--- src/rtl/io_tile_cfg.sv ---
// io_tile_cfg: fabric-edge IO tile routing pads <-> interconnect tracks from a double-buffered serial config.
// Latency: pad output 0 cycles (reg=0) or 1 cycle (reg=1); pad-to-track 0 cycles, or 2 with IO_TILE_CFG_INPUT_SYNC_EN.
// Backpressure: none; config shifts on config_enable and commits on config_load, every other path is free-running.
//
// Ports:
//   clock, reset         rising-edge clock, synchronous active-high reset
//   data_from_io         pad input values        -> data_to_ic (track mux)
//   data_from_ic         track values into tile  -> data_to_io / data_oe (pad mux)
//   config_in/out        serial shadow chain, LSB of the chain leaves first
//   config_enable        shift strobe for the shadow chain
//   config_load          commit strobe, shadow chain -> active register
// Optional: define IO_TILE_CFG_INPUT_SYNC_EN to put a 2-flop synchroniser on data_from_io.
module io_tile_cfg #(
    parameter int IO_PAIRS = 4,
    parameter int IC_PAIRS = 10
) (
    input  logic                clock,
    input  logic                reset,
    input  logic [IO_PAIRS-1:0] data_from_io,
    output logic [IO_PAIRS-1:0] data_to_io,
    output logic [IO_PAIRS-1:0] data_oe,
    input  logic [IC_PAIRS-1:0] data_from_ic,
    output logic [IC_PAIRS-1:0] data_to_ic,
    input  logic                config_in,
    output logic                config_out,
    input  logic                config_enable,
    input  logic                config_load
);

    localparam int SWI      = (IC_PAIRS > 1) ? $clog2(IC_PAIRS) : 1;
    localparam int SWO      = (IO_PAIRS > 1) ? $clog2(IO_PAIRS) : 1;
    localparam int IOW      = SWI + 3;
    localparam int ICW      = SWO + 1;
    localparam int IC_BASE  = IO_PAIRS * IOW;
    localparam int CFG_BITS = IC_BASE + IC_PAIRS * ICW;

    logic [CFG_BITS-1:0] chain_q, chain_d;
    logic [CFG_BITS-1:0] active_q, active_d;
    logic [IO_PAIRS-1:0] pad_v;
    logic [IO_PAIRS-1:0] pad_q;
    logic [IO_PAIRS-1:0] pad_src;

    // active_d samples chain_q (not chain_d) so a load coinciding with a
    // shift commits the pre-shift contents.
    always_comb begin
        chain_d  = chain_q;
        active_d = active_q;
        if (config_enable) begin
            chain_d = {config_in, chain_q[CFG_BITS-1:1]};
        end
        if (config_load) begin
            active_d = chain_q;
        end
    end

    always_ff @(posedge clock) begin
        if (reset) begin
            chain_q  <= '0;
            active_q <= '0;
            pad_q    <= '0;
        end else begin
            chain_q  <= chain_d;
            active_q <= active_d;
            pad_q    <= pad_v;
        end
    end

    assign config_out = chain_q[0];

`ifdef IO_TILE_CFG_INPUT_SYNC_EN
    logic [IO_PAIRS-1:0] sync1_q, sync2_q;

    always_ff @(posedge clock) begin
        if (reset) begin
            sync1_q <= '0;
            sync2_q <= '0;
        end else begin
            sync1_q <= data_from_io;
            sync2_q <= sync1_q;
        end
    end

    assign pad_src = sync2_q;
`else
    assign pad_src = data_from_io;
`endif

    // Pad side: select a track, optionally invert, optionally register.
    // Selects beyond IC_PAIRS match no track and yield 0.
    for (genvar i = 0; i < IO_PAIRS; i++) begin : g_pad
        logic [SWI-1:0] sel;
        logic           oe, rg, inv, c;

        assign sel = active_q[i*IOW +: SWI];
        assign oe  = active_q[i*IOW + SWI];
        assign rg  = active_q[i*IOW + SWI + 1];
        assign inv = active_q[i*IOW + SWI + 2];

        always_comb begin
            c = 1'b0;
            for (int k = 0; k < IC_PAIRS; k++) begin
                if (sel == SWI'(k)) begin
                    c = data_from_ic[k];
                end
            end
        end

        assign pad_v[i]      = c ^ inv;
        assign data_to_io[i] = oe & (rg ? pad_q[i] : pad_v[i]);
        assign data_oe[i]    = oe;
    end

    // Track side: select a pad when enabled; out-of-range selects yield 0.
    for (genvar j = 0; j < IC_PAIRS; j++) begin : g_trk
        logic [SWO-1:0] sel;
        logic           en, c;

        assign sel = active_q[IC_BASE + j*ICW +: SWO];
        assign en  = active_q[IC_BASE + j*ICW + SWO];

        always_comb begin
            c = 1'b0;
            for (int k = 0; k < IO_PAIRS; k++) begin
                if (sel == SWO'(k)) begin
                    c = pad_src[k];
                end
            end
        end

        assign data_to_ic[j] = en & c;
    end

endmodule

--- config.mk ---
export PLATFORM = sky130hd
export DESIGN_NAME = io_tile_cfg
export DESIGN_NICKNAME = d
export VERILOG_FILES = /design/src/rtl/io_tile_cfg.sv
export SDC_FILE = /design/constraint.sdc
export NUM_CORES = 1
export LEC_CHECK = 0
export ABC_AREA = 1
export CORE_ASPECT_RATIO = 0.9
export CORE_MARGIN = 4
export CORE_UTILIZATION = 58
export DETAILED_ROUTE_END_ITERATION = 8
export HOLD_SLACK_MARGIN = 0.02
export PLACE_DENSITY = 0.86
export REMOVE_ABC_BUFFERS = 1
export SYNTH_ARGS = -nofsm -noshare
export SYNTH_HDL_FRONTEND = slang
export SYNTH_SLANG_ARGS = --single-unit
--- constraint.sdc ---
create_clock -name clock -period 1.3 [get_ports clock]
set_input_delay 0.195 -clock clock [delete_from_list [all_inputs] [get_ports clock]]
set_output_delay 0.195 -clock clock [all_outputs]
set_load 0.01 [all_outputs]
==> impl_metrics.toml <==
[run_status]
status = "complete, but fails checks"
violations = "negative setup slack"

[floorplan]
design.core.area_um2 = 8220
dieArea_um2 = 10200
fp-row-count = 31
ios = 38
initial_utilization = 0.611
die_w_um = 106
die_h_um = 96.3

[placement]
hpwl_mm = 7.62
pre_cts_ws_ns = -0.845
gp_congestion = 0.858
port_buffers = 37
placedCellCount = 853

[sta]
rsz0062_at_grt = "yes"
tightestPinTransition_ns = 0.466
max_freq_mhz = 512
finalWorstSetupSlack_ns = -0.651
relSlewSlack = 0.690
hold_viol = 0
finalMaxSlewViolations = 0
setup_viol = 14
finalCriticalPeriod_ns = 1.95
final.setup.tns_ns = -5.47
finalClockSkew_ns = 0.00573
final.period_utilization = 1.50

[min_path]
holdPathStages = 4
hold_class = "primary input to register"

[clock_tree]
path_clk_slew_ns = 0.06
clock-root-buffer = "clkbuf_8"
clock_latency_ns = 0.52
cts_max_level = 4
clock_sinks = 120
clock_path_buffers = 2
cts_tree = "built"
cts_buffers = 17
ctsHoldBuffers = 0

[synthesis]
yosys.area.top_type_share = 0.478
ys_types = 21
synth-seq-cells = 120
synth.area.top_cells = "dfxtp_1 48%, nand2_1 18%, a21oi_1 10%"
yosys_warnings = 0
syn_area_um2 = 5020
seq_area_frac_synth = 0.478
syn_avg_cell_area_um2 = 7.26
synth_area_leader_cell = "dfxtp_1"
synthCells = 692

[route]
wirelength_mm = 14.0
wl_per_cell_um = 15.5
vias = 5056
first_pass_iters = 5
via_per_inst = 5.61
remaining_drc_errors = 0
drtAntennaViolNets = 0
drtIter0Drc = 488

[final_layout]
area_growth_pct = 32.5
n_antenna_cell = 0
postLayoutCoreUtil = 0.810
nFillCells = 480
multi_input_area_um2 = 2390
fin_cells = 902
layout-drive-gt1-share = 0.278
layout_common_cells = "217 x nand2_1, 97 x dfxtp_1, 90 x a21oi_1"
seq_area_um2 = 2440
finalNetCount = 793
final_common_cell = "nand2_1"

[critical_path]
worstSetupPathDepth = 8
crit_path_end_kind = "output port"
crit_chain = "nor2_1 -> o211ai_1 -> nand2_1 -> nand4_1 -> nand3b_1 -> nand2_1 -> inv_1 -> buf_2"
cp-start-kind = "register"
critPathBufInv = 2
ff2ff_path_depth = 9
worstPathRequired_ns = 1.11
crit_family = "simple AND/OR/NAND/NOR gates"
slowest_stage = "dfxtp_2"
path_class = "register to output port"
critPathArrivalTime_ns = 1.76
worstPathMaxFanout = 5
max_stage_delay_ns = 0.35
cp_common_cell = "nand2_1"

[pwr]
leakage_nw = 2.57
p_per_area_nw_per_um2 = 1340
peakVddDrop_mv = 1.00

[global_routing]
grt_max_degree = 52
grt_usage = 0.273
antenna_found_initial = 0
first_global_vias = 4849
grt_pass1_wl_mm = 22.6
overflow = 0

[flow_run]
cap_violations = 0
per-stage QoR:
stage | total power [mW] | hold WS (ns) | instance area [um2]
after floorplan | 4.15 | 0.264 | 4830
final | 8.94 | 0.0504 | 6660
after global routing | 9.21 | 0.0841 | 6660
after detailed placement | 4.54 | 0.452 | 5830
after CTS | 8.85 | 0.0530 | 6480
after global placement | 4.53 | 0.447 | 5830
layout make-up:
cell class	instances	area share
Clock buffer	19	0.0663
Clock inverter	13	0.0156
Inverter	51	0.0304
Multi-Input combinational cell	478	0.359
Sequential cell	120	0.367
Tap cell	115	0.0216
Timing Repair Buffer	106	0.141
what timing repair did:
action / 4_1_cts / 5_1_grt
pin swaps: 25 / 33
buffers inserted: 13 / 4
resized for setup: 148 / 48
setup endpoints to repair: 19 / 18
endpoints found under the hold margin: 0 / 0
cell families (layout without fill, tap and decap cells):
group	count (synthesis)	after routing	share of synthesized area
AO/OA/AOI/OAI	170	170	0.199
buffers and inverters	94	189	0.0772
flip-flops	120	120	0.478
AND/OR/NAND/NOR	308	308	0.246
Yosys cell counts:
cell,instances
a211oi_1,30
a21boi_0,12
a21oi_1,100
buf_1,3
buf_2,13
buf_4,5
clkbuf_1,22
clkinv_1,4
dfxtp_1,120
inv_1,41
inv_2,6
nand2_1,238
nand2_2,6
nand3_1,20
nand3_2,4
nand3b_1,2
nand4_1,2
nor2_1,36
o211ai_1,16
o21a_1,2
o21ai_0,10
registers in the layout, indices dropped and copies added, names as in the netlist:
name / cells
chain_q: 58
pad_q: 4
active_q: 58
power by group:
part / switching [mW] / leakage (nW) / internal [mW] / total, mW
sequential: 0.0548 / 0.983 / 3.74 / 3.80
clock: 1.71 / 0.265 / 2.61 / 4.32
combinational: 0.470 / 1.32 / 0.351 / 0.822
worst paths after layout:
check / from / to / slack, ns
worst min register to register: active_q[33] / active_q[33] / 0.46
worst min-delay path: config_enable / chain_q[3] / 0.05
worst max-delay path: active_q[15] / data_to_io[2] / -0.65
worst max register to register: active_q[24] / pad_q[3] / 0.06
worst reg2reg max path, stage by stage (launching register included):
cell	delay [ns]
dfxtp_1	0.43
nand3_2	0.10
nand2_1	0.08
inv_1	0.06
nand2_2	0.05
nand3_2	0.08
nand2_2	0.08
nand2_2	0.05
buf_4	0.13
a21oi_1	0.13
routing by layer:
layer / GRT usage / vias to the layer above / wire, um / share of wire
met1: 0.329 / 2377 / 5810 / 0.41
met5: 0 / - / 0 / 0
li1: - / 2426 / - / -
met3: 0.0651 / 42 / 802 / 0.057
met4: 0.118 / 0 / 413 / 0.030
met2: 0.470 / 211 / 6970 / 0.50
Power figures use the tool's default switching activity.
==> patch: new RTL, same flow settings <==
The option `IO_TILE_CFG_INPUT_SYNC_EN` is turned on by a define.
--- a/src/rtl/io_tile_cfg.sv
+++ b/src/rtl/io_tile_cfg.sv
@@ -12,2 +12,4 @@
 // Optional: define IO_TILE_CFG_INPUT_SYNC_EN to put a 2-flop synchroniser on data_from_io.
+`define IO_TILE_CFG_INPUT_SYNC_EN
+
 module io_tile_cfg #(
Behaviour: not the same (Yosys sat finds a counterexample within 4 cycles, from zero or initial values and one cycle with reset high).
==> patch against the unedited design <==
Sequential cell count rose by 8. Register-to-register slack got worse by 0.03 ns. Area after synthesis up 3.9%. The run still ends with negative setup slack left. Synthesized cell count is 2.5% higher. Count of clock-buffer cells in the layout up 1. Critical path depth rose by 4. Final area increased by 3.4%. Global-route usage increased by 0.080 points. Setup slack worse by 0.057 ns. Wire length is 2.5% higher. Sequential power up 7.1%. Combinational power increased by 2%. Total power is 8.0% higher. Clock power is 10% higher. Critical path type unchanged.
==> patch: results <==
metrics = {
    "setup_path": {
        "reg2reg_from": "active_q[23]",
        "reg2reg_slack_ns": 0.03,
        "startpoint": "active_q[23]",
        "ff2ff_path_depth": 10,
        "crit_fanout": 7,
        "crit_arrival_ns": 1.81,
        "endpoint": "data_to_io[3]",
    },
    "route": {
        "via_per_inst": 5.53,
        "drt_iter0_markers": 381,
        "wl_per_cell_um": 15.6,
        "wl_met2_um": 7300,
        "wl_met3_um": 792,
        "drt-total-wl_um": 14300,
    },
    "clocking": {
        "clock_latency_ns": 0.54,
        "path_clk_slew_ns": 0.06,
        "cts_resized": 145,
        "post_cts_buffers": 3,
        "ctsHoldBuffers": 1,
    },
    "power_and_ir_drop": {
        "p_per_area_nw_per_um2": 1400,
        "p_leak_nw": 2.66,
        "p_seq_w": 0.00407,
        "switchingPower_w": 0.00242,
        "peakVddDrop_mv": 1.01,
    },
    "timing": {
        "tightest_slew_ns": 0.386,
        "final.setup.tns_ns": -7.47,
        "setup_viol": 14,
        "hold_slack_ns": 0.0774,
        "fin_ws_ns": -0.708,
    },
    "logic_synthesis": {
        "synth-compound-area-share_pct": 21.0,
        "avgSynthCellArea_um2": 7.37,
        "seq_area_frac_synth_pct": 49.1,
        "ys_top_cells_by_count": "nand2_1, dfxtp_1, a21oi_1",
    },
    "status": {
        "status": "finished, violations left",
        "violations": "negative setup slack",
    },
    "placement": {
        "place.detailed.hpwl_um": 7800,
        "dp_slack_ns": -0.874,
        "gp_congestion": 0.849,
        "dpl_cell_area_um2": 6010,
    },
    "global_route": {
        "use_met2_pct": 45.7,
        "grt_pass1_vias": 4951,
        "grt_max_degree": 53,
        "grt.total_usage_pct": 27.4,
        "met3_usage_pct": 6.54,
        "grt_pass1_wl_um": 23300,
    },
    "layout": {
        "largest_registers": "active_q x58, chain_q x58",
        "layout.nets": 805,
        "nFillCells": 548,
        "drive_gt1_share_pct": 23.2,
    },
    "min_path": {
        "whs_path_depth": 2,
        "whs_endpoint": "chain_q[7]",
        "min_from": "reset",
    },
}
patch: changes by cell type after synthesis, moves of 6 or more:
cell	unedited run	this run
inv_1	41	60
nand2_1	238	223
o21ai_1	0	9
dfxtp_1	120	128
nor2_1	36	43
nand2_2	6	0
nand3_1	20	14
patch: cell type report:
class / count / area (um^2) / area share [%]
well taps: 119 / 149 / 2.16
multi-input cells: 470 / 2380 / 34.6
inverters: 66 / 265 / 3.85
repair buffers: 103 / 912 / 13.2
clock inverters: 12 / 134 / 1.94
clock buffers: 20 / 455 / 6.61
flip-flops and latches: 128 / 2590 / 37.6
patch: worst max-delay path: stages, from the launching register on:
cell,delay (ns)
dfxtp_4,0.37
inv_4,0.08
nand2_4,0.05
o21ai_2,0.13
inv_1,0.05
nand2_1,0.07
nand3_2,0.09
nand2_2,0.09
nand2_2,0.07
nand3_2,0.07
nand2_1,0.05
inv_1,0.04
buf_2,0.12
